===== config.mk =====
export PLATFORM = sky130hd
export DESIGN_NAME = n64_poll_sched_flat
export DESIGN_NICKNAME = d
export VERILOG_FILES = /design/src/rtl/n64_poll_sched_pkg.sv /design/src/rtl/n64_poll_sched_if.sv /design/src/rtl/n64_poll_sched_timeout_ctr.sv /design/src/rtl/n64_poll_sched.sv /design/src/flat_wrapper.sv
export SDC_FILE = /design/constraint.sdc
export NUM_CORES = 1
export LEC_CHECK = 0
export ABC_AREA = 1
export BUFFER_PORTS_ARGS = -buffer_cell sky130_fd_sc_hd__buf_2
export CAP_MARGIN = 10
export CORE_ASPECT_RATIO = 2
export CORE_MARGIN = 4
export CORE_UTILIZATION = 55
export DETAILED_ROUTE_END_ITERATION = 8
export PLACE_DENSITY = 0.79
export SLEW_MARGIN = 20
export SYNTH_ARGS = -nofsm -noshare
export SYNTH_HDL_FRONTEND = slang
export SYNTH_SLANG_ARGS = --single-unit

===== constraint.sdc =====
create_clock -name clk_4M -period 3.14 [get_ports clk_4M]
set_input_delay 0.157 -clock clk_4M [delete_from_list [all_inputs] [get_ports clk_4M]]
set_output_delay 0.157 -clock clk_4M [all_outputs]
set_load 0.02 [all_outputs]

===== src/rtl/n64_poll_sched_pkg.sv =====
// Shared types and constants for the N64 poll scheduler: FSM encoding, bus widths,
// default timing constants and a saturating-increment helper.
package n64_poll_sched_pkg;

  localparam int unsigned REPLY_W = 32;
  localparam int unsigned FAIL_W  = 8;
  localparam int unsigned TO_W    = 12;

  localparam int unsigned POLL_PERIOD_DEF = 2048;
  localparam int unsigned TX_START_TO_DEF = 16;
  localparam int unsigned RX_TO_DEF       = 800;
  localparam int unsigned MAX_FAIL_DEF    = 3;

  typedef enum logic [2:0] {
    ST_IDLE = 3'd0,
    ST_SEND = 3'd1,
    ST_TX   = 3'd2,
    ST_RX   = 3'd3,
    ST_DONE = 3'd4,
    ST_FAIL = 3'd5
  } state_t;

  function automatic logic [FAIL_W-1:0] sat_inc(input logic [FAIL_W-1:0] v,
                                                input logic [FAIL_W-1:0] lim);
    sat_inc = (v >= lim) ? v : v + FAIL_W'(1);
  endfunction

endpackage


===== src/rtl/n64_poll_sched_if.sv =====
// Signal bundle between the poll scheduler, the tx/rx read-command blocks and user logic.
interface n64_poll_sched_if;
  import n64_poll_sched_pkg::*;

  logic               enable;
  logic               poll_now;
  logic               tx_trigger;
  logic               tx_busy;
  logic               rx_enable;
  logic               rx_strobe;
  logic [REPLY_W-1:0] rx_data;
  logic [REPLY_W-1:0] ctrl_state;
  logic               state_valid;
  logic               ctrl_present;
  logic [FAIL_W-1:0]  fail_count;
  logic               busy;

  modport master (
    input  enable, poll_now, tx_busy, rx_strobe, rx_data,
    output tx_trigger, rx_enable, ctrl_state, state_valid, ctrl_present, fail_count, busy
  );

  modport slave (
    output enable, poll_now, tx_busy, rx_strobe, rx_data,
    input  tx_trigger, rx_enable, ctrl_state, state_valid, ctrl_present, fail_count, busy
  );

endinterface


===== src/rtl/n64_poll_sched_timeout_ctr.sv =====
// Loadable down-counter shared by the SEND and RX phases; expired_c flags a zero count.
module n64_poll_sched_timeout_ctr
  import n64_poll_sched_pkg::*;
(
  input  logic            clk,
  input  logic            rst,
  input  logic            load,
  input  logic            dec,
  input  logic [TO_W-1:0] load_val,
  output logic            expired_c
);

  logic [TO_W-1:0] value;

  always_ff @(posedge clk or posedge rst) begin
    if (rst) begin
      value <= '0;
    end else if (load) begin
      value <= load_val;
    end else if (dec && (value != '0)) begin
      value <= value - TO_W'(1);
    end
  end

  assign expired_c = (value == '0);

endmodule


===== src/rtl/n64_poll_sched.sv =====
// Poll sequencer for the N64 read-command datapath: triggers tx, gates rx, detects
// timeouts and publishes the last good controller state plus presence status.
module n64_poll_sched
  import n64_poll_sched_pkg::*;
#(
  parameter int unsigned POLL_PERIOD = POLL_PERIOD_DEF,
  parameter int unsigned TX_START_TO = TX_START_TO_DEF,
  parameter int unsigned RX_TO       = RX_TO_DEF,
  parameter int unsigned MAX_FAIL    = MAX_FAIL_DEF
)(
  input  logic             clk_4M,
  input  logic             rst,
  n64_poll_sched_if.master bus
);

  localparam int unsigned      PER_W      = $clog2(POLL_PERIOD);
  localparam logic [PER_W-1:0] PER_LAST   = PER_W'(POLL_PERIOD - 1);
  localparam logic [TO_W-1:0]  TX_LOAD    = TO_W'(TX_START_TO - 1);
  localparam logic [TO_W-1:0]  RX_LOAD    = TO_W'(RX_TO - 1);
  localparam logic [FAIL_W-1:0] FAIL_SAT   = FAIL_W'(255);
  localparam logic [FAIL_W-1:0] CONSEC_SAT = FAIL_W'(MAX_FAIL);

  state_t             state;
  state_t             nxt;
  logic [PER_W-1:0]   period_cnt;
  logic               pending;
  logic               strobe_q;
  logic [FAIL_W-1:0]  consec_fail;
  logic [FAIL_W-1:0]  consec_inc_c;
  logic               start_c;
  logic               fall_c;
  logic               to_load_c;
  logic               to_dec_c;
  logic               to_expired_c;
  logic [TO_W-1:0]    to_load_val_c;

  assign fall_c       = strobe_q & ~bus.rx_strobe;
  assign start_c      = (bus.enable && (period_cnt >= PER_LAST)) || pending || bus.poll_now;
  assign consec_inc_c = sat_inc(consec_fail, CONSEC_SAT);

  // A strobe edge beats a timeout expiring on the same cycle.
  always_comb begin
    nxt = state;
    unique case (state)
      ST_IDLE: if (start_c) nxt = ST_SEND;
      ST_SEND: begin
        if (bus.tx_busy)       nxt = ST_TX;
        else if (to_expired_c) nxt = ST_FAIL;
      end
      ST_TX:   if (!bus.tx_busy) nxt = ST_RX;
      ST_RX: begin
        if (fall_c)            nxt = ST_DONE;
        else if (to_expired_c) nxt = ST_FAIL;
      end
      ST_DONE: nxt = ST_IDLE;
      ST_FAIL: nxt = ST_IDLE;
      default: nxt = ST_IDLE;
    endcase
  end

  // One counter serves both waits; reloaded whenever SEND or RX is entered.
  assign to_load_c     = (nxt != state) && ((nxt == ST_SEND) || (nxt == ST_RX));
  assign to_load_val_c = (nxt == ST_SEND) ? TX_LOAD : RX_LOAD;
  assign to_dec_c      = (state == ST_SEND) || (state == ST_RX);

  n64_poll_sched_timeout_ctr u_timeout (
    .clk       (clk_4M),
    .rst       (rst),
    .load      (to_load_c),
    .dec       (to_dec_c),
    .load_val  (to_load_val_c),
    .expired_c (to_expired_c)
  );

  // State plus outputs registered from the next state so they align with it.
  always_ff @(posedge clk_4M or posedge rst) begin
    if (rst) begin
      state            <= ST_IDLE;
      period_cnt       <= '0;
      pending          <= 1'b0;
      strobe_q         <= 1'b0;
      consec_fail      <= '0;
      bus.tx_trigger   <= 1'b0;
      bus.rx_enable    <= 1'b0;
      bus.ctrl_state   <= '0;
      bus.state_valid  <= 1'b0;
      bus.ctrl_present <= 1'b0;
      bus.fail_count   <= '0;
      bus.busy         <= 1'b0;
    end else begin
      state           <= nxt;
      strobe_q        <= bus.rx_strobe;
      bus.tx_trigger  <= (nxt == ST_SEND);
      bus.rx_enable   <= (nxt == ST_RX);
      bus.busy        <= (nxt != ST_IDLE);
      bus.state_valid <= (nxt == ST_DONE);

      if ((state == ST_IDLE) && start_c) begin
        period_cnt <= '0;
        pending    <= 1'b0;
      end else begin
        if (period_cnt < PER_LAST) period_cnt <= period_cnt + PER_W'(1);
        pending <= pending | bus.poll_now;
      end

      if (nxt == ST_DONE) begin
        bus.ctrl_state   <= bus.rx_data;
        bus.ctrl_present <= 1'b1;
        consec_fail      <= '0;
      end

      if (nxt == ST_FAIL) begin
        bus.fail_count <= sat_inc(bus.fail_count, FAIL_SAT);
        consec_fail    <= consec_inc_c;
        if (consec_inc_c >= CONSEC_SAT) begin
          bus.ctrl_present <= 1'b0;
          bus.ctrl_state   <= '0;
        end
      end
    end
  end

endmodule


===== src/flat_wrapper.sv =====
// flat-port wrapper written by rule: the top's interface ports become plain ports
module n64_poll_sched_flat import n64_poll_sched_pkg::*;
#(
  parameter int unsigned POLL_PERIOD = POLL_PERIOD_DEF,
  parameter int unsigned TX_START_TO = TX_START_TO_DEF,
  parameter int unsigned RX_TO       = RX_TO_DEF,
  parameter int unsigned MAX_FAIL    = MAX_FAIL_DEF
)
  (clk_4M, rst, bus_enable, bus_poll_now, bus_tx_busy, bus_rx_strobe, bus_rx_data, bus_tx_trigger, bus_rx_enable, bus_ctrl_state, bus_state_valid, bus_ctrl_present, bus_fail_count, bus_busy);
  n64_poll_sched_if bus_i ();
  input  logic clk_4M;
  input  logic rst;
  input wire logic [$bits(bus_i.enable)-1:0] bus_enable;
  input wire logic [$bits(bus_i.poll_now)-1:0] bus_poll_now;
  input wire logic [$bits(bus_i.tx_busy)-1:0] bus_tx_busy;
  input wire logic [$bits(bus_i.rx_strobe)-1:0] bus_rx_strobe;
  input wire logic [$bits(bus_i.rx_data)-1:0] bus_rx_data;
  output wire logic [$bits(bus_i.tx_trigger)-1:0] bus_tx_trigger;
  output wire logic [$bits(bus_i.rx_enable)-1:0] bus_rx_enable;
  output wire logic [$bits(bus_i.ctrl_state)-1:0] bus_ctrl_state;
  output wire logic [$bits(bus_i.state_valid)-1:0] bus_state_valid;
  output wire logic [$bits(bus_i.ctrl_present)-1:0] bus_ctrl_present;
  output wire logic [$bits(bus_i.fail_count)-1:0] bus_fail_count;
  output wire logic [$bits(bus_i.busy)-1:0] bus_busy;
  assign bus_i.enable = bus_enable;
  assign bus_i.poll_now = bus_poll_now;
  assign bus_i.tx_busy = bus_tx_busy;
  assign bus_i.rx_strobe = bus_rx_strobe;
  assign bus_i.rx_data = bus_rx_data;
  assign bus_tx_trigger = bus_i.tx_trigger;
  assign bus_rx_enable = bus_i.rx_enable;
  assign bus_ctrl_state = bus_i.ctrl_state;
  assign bus_state_valid = bus_i.state_valid;
  assign bus_ctrl_present = bus_i.ctrl_present;
  assign bus_fail_count = bus_i.fail_count;
  assign bus_busy = bus_i.busy;
  n64_poll_sched #(.POLL_PERIOD(POLL_PERIOD), .TX_START_TO(TX_START_TO), .RX_TO(RX_TO), .MAX_FAIL(MAX_FAIL)) u_core (.clk_4M(clk_4M), .rst(rst), .bus(bus_i));
endmodule

==> run_results.csv <==
group,metric,value,unit
power_and_ir_drop,power.density,1009,nW/um^2
setup_path,arr_time_crit_path,2.53,ns
detailed_routing,avgViaCountPerCell,5.385,
setup_path,setup.worst_path.end_class,"flip-flop",
global_routing,grt_antenna_before_repair,0,
worst_hold_path,timing.hold.worst_path_depth,3,
yosys,synth.cell_area,4279,um^2
global_routing,grt.total_usage,22.60,%
sta,max_freq,0.4349,GHz
setup_path,cp_data_required_time,3.37,ns
global_routing,vias_in_the_first_global_route,3795,
finish,instances_no_fill,727,
finish,layout_commonest_cell,"nand2_1",
finish,nFillCells,657,
die,die_w,70.37,um
cts,htree_levels,3,
detailed_routing,vias,3915,
yosys,ys_seq_area_share,47.37,%
finish,antennaDiodeCount,0,
die,row_count,45,
die,pin_count,83,
place,dp_slack,0.8455,ns
detailed_routing,drt_pre_antenna_iters,7,
global_routing,grt_max_degree,68,
global_routing,globalRouteOverflowTotal,0,
sta,setup_violations,0,
yosys,synth_cell_type_count,32,
power_and_ir_drop,vdd_ir_drop_max,0.0006210,V
yosys,yosys-top-cells-area,"dfrtp_1, nand2_1, nand4_1",
cts,clock_path_buffers,2,
detailed_routing,post_drt_wl_per_cell,13.93,um
setup_path,worstPathCellList,"inv_1, ha_1, nand2_1, nor2_1, nand2_1, nand2_1, nand2_1, nand2_1, nand2_4, inv_1, nand2_1, nand2_1",
setup_path,crit_path_top_delay_cell,"nand2_4",
setup_path,cp_slowest_stage_delay,0.60,ns
detailed_routing,post-route-drc-count,0,
cts,cts_repair_resize_count,0,
power_and_ir_drop,p_switching,0.002313,W
sta,min_period_over_period,73.23,%
setup_path,worst-setup-path-type,"flip-flop to flip-flop",
sta,period_minus_slack,2.300,ns
place,placedCellCount,709,
power_and_ir_drop,cellLeakagePower,2.646,nW
cts,cts_tree,"built",
place,finalWeightedCongestion,0.9228,
cts,worst_setup_hold_path_clk_slew,0.06,ns
global_routing,grt_first_pass_wirelength,17.06,mm
yosys,synth_area_per_cell,7.752,um^2
cts,cts_made_buffers,9,
die,die-area,9341,um^2
detailed_routing,drtIter0Drc,209,
worst_hold_path,timing.hold.worst.class,"input port to flip-flop",
power_and_ir_drop,power_frac_clock,20.4,%
power_and_ir_drop,netSwitchingFraction,45.59,%
place,dp_hpwl,7.141,mm
finish,highest_count_cells_in_the_layout_ignoring_fill_and_taps,"nand2_1, buf_2, dfrtp_1",
setup_path,cp_max_fo,67,
outcome,outcome,"finished clean",
yosys,postSynthNetCount,594,
yosys,synthesis.yosys.warnings,0,
sta,number_of_max_slew_violations_in_the_final_report,0,
yosys,post_synth_inst_count,552,
yosys,yosys_register_bits,81,
cts,numClockSinks,81,
yosys,netlist.top_cell.by_area,"dfrtp_1",
die,die_h,132.7,um
job,drv.max_cap_violation_count,0,
detailed_routing,route.final.wire_length,10.13,mm
sta,timing_hold_violations_final,0,
power_and_ir_drop,intPower,0.002761,W
sta,max-slew-margin-rel,31.85,%
power_and_ir_drop,seq_power_share,32.7,%
sta,rsz_0062_raised_after_global_routing,"no",
power_and_ir_drop,combPwrFrac,46.9,%
cts,worstSkewPairLatency,0.34,ns
finish,design.final.nets,670,
die,initial_core_util,56.30,%
sta,fin_setup_tns,0,ns
cts,cts.root.buffer_cell,"clkbuf_16",
detailed_routing,ant_nets,0,
finish,fraction_of_final_layout_cells_with_drive_strength_greater_than_1,19.27,%
setup_path,cp-start-kind,"flip-flop",
sta,max_slew.worst_pin.slew,1.021,ns
yosys,synth_top_cell_area_share,47.37,%
cts,cts_post_setup_buffers_inserted,0,
setup_path,worst_reg_to_reg_path_cell_count,12,
setup_path,crit_top_cell,"nand2_1",
place,buffer_ports.inserted,82,
finish,area_growth_syn_to_fin,17.51,%
sta,post_layout_worst_setup_margin,0.8404,ns
die,coreArea,7601,um^2
sta,finClkSkew,0.007643,ns
[state kept, by name, summed over array words and instances, names as in the netlist]
| register | flops |
|---|---|
| u_core.bus.tx_trigger | 1 |
| u_core.bus.busy | 1 |
| u_core.u_timeout.value | 12 |
| u_core.strobe_q | 1 |
| u_core.period_cnt | 11 |
| u_core.bus.ctrl_state | 32 |
| u_core.state | 3 |
| u_core.bus.ctrl_present | 1 |
| u_core.bus.fail_count | 8 |
| u_core.pending | 1 |
| u_core.consec_fail | 8 |
| u_core.bus.state_valid | 1 |
| u_core.bus.rx_enable | 1 |
[what timing repair did]
| action | CTS | global route |
|---|---|---|
| setup endpoints to repair | 0 | 0 |
| hold buffers | 2 | 0 |
| endpoints found under the hold margin | 49 | 0 |
[cell families after synthesis]
kind of cell    Yosys count  share of synthesized area [%]
buf+inv                  69                          7.222
fa+ha+maj                 4                          1.170
simple gates            329                          34.06
compound gates           51                          6.491
flops                    81                          47.37
xor+xnor                 18                          3.684
[worst max-delay path: cells and delay by family, from the launching register on]
| kind | cells | cell delay [ns] |
|---|---|---|
| and+or+nand+nor | 9 | 1.40 |
| buffers and inverters | 2 | 0.21 |
| adders and majority gates | 1 | 0.22 |
| DFF | 1 | 0.38 |
[power by group through the flow]
stage	combinational [W]	sequential (W)	clock (W)
final	0.00238	0.00166	0.00104
after global routing	0.00266	0.00170	0.00110
after CTS	0.00239	0.00166	0.00105
after detailed placement	0.00236	0.00166	0
after global placement	0.00230	0.00166	0
after floorplan	0.00149	0.00192	0
[synth_stat cells, drive strengths merged]
library cell    n
o21ai          36
nor2           42
o21a            2
nand4          45
o22ai           1
a21oi          10
nand3          17
buf            16
ha              4
or3b            1
dfrtp          81
o211ai          1
nor3           10
or2             1
clkbuf          9
xnor2           5
nor3b           1
nor4            1
inv            44
xor2           13
a211oi          1
nand2         211
[stage by stage]
step / utilization [%] / hold slack [ns] / area [um^2] / power (W)
6_report: 66.16 / 0.07122 / 5029 / 0.005074
5_1_grt: 66.16 / 0.1004 / 5029 / 0.005460
4_1_cts: 66.16 / 0.07166 / 5029 / 0.005097
3_5_place_dp: 61.99 / 0.2880 / 4712 / 0.004027
3_3_place_gp: 61.99 / 0.2841 / 4712 / 0.003960
2_1_floorplan: - / 0.1884 / 4279 / 0.003408
[worst paths after layout]
| kind | endpoint | slack (ns) | from |
|---|---|---|---|
| worst max register to register | u_core.consec_fail[1] | 0.84 | u_core.u_timeout.value[0] |
| worst max-delay path | u_core.consec_fail[1] | 0.84 | u_core.u_timeout.value[0] |
| max in group asynchronous | u_core.bus.fail_count[2] | 1.90 | rst |
| worst min register to register | u_core.period_cnt[0] | 0.48 | u_core.period_cnt[0] |
| min in group asynchronous | u_core.bus.ctrl_state[27] | 0.49 | rst |
| worst min-delay path | u_core.pending | 0.07 | bus_poll_now |
[layout make-up]
type / instances / area, um^2 / area share, %
Inverter: 44 / 166.4 / 3.309
Multi-Input combinational cell: 402 / 1946 / 38.69
Timing Repair Buffer: 90 / 475.5 / 9.455
Clock inverter: 7 / 71.32 / 1.418
Tap cell: 94 / 117.6 / 2.339
Clock buffer: 9 / 225.2 / 4.479
Sequential cell: 81 / 2027 / 40.31
[per-layer routing]
layer | wire length, um | global-route usage, % | part of all wire (%) | vias up
met3 | 446 | 4.411 | 4.4 | 30
met4 | 335 | 11.19 | 3.3 | 0
met2 | 5516 | 40.29 | 54 | 111
met5 | 0 | 0 | 0 | -
li1 | - | - | - | 1939
met1 | 3831 | 24.98 | 38 | 1835
(Power assumes the default switching activity.)
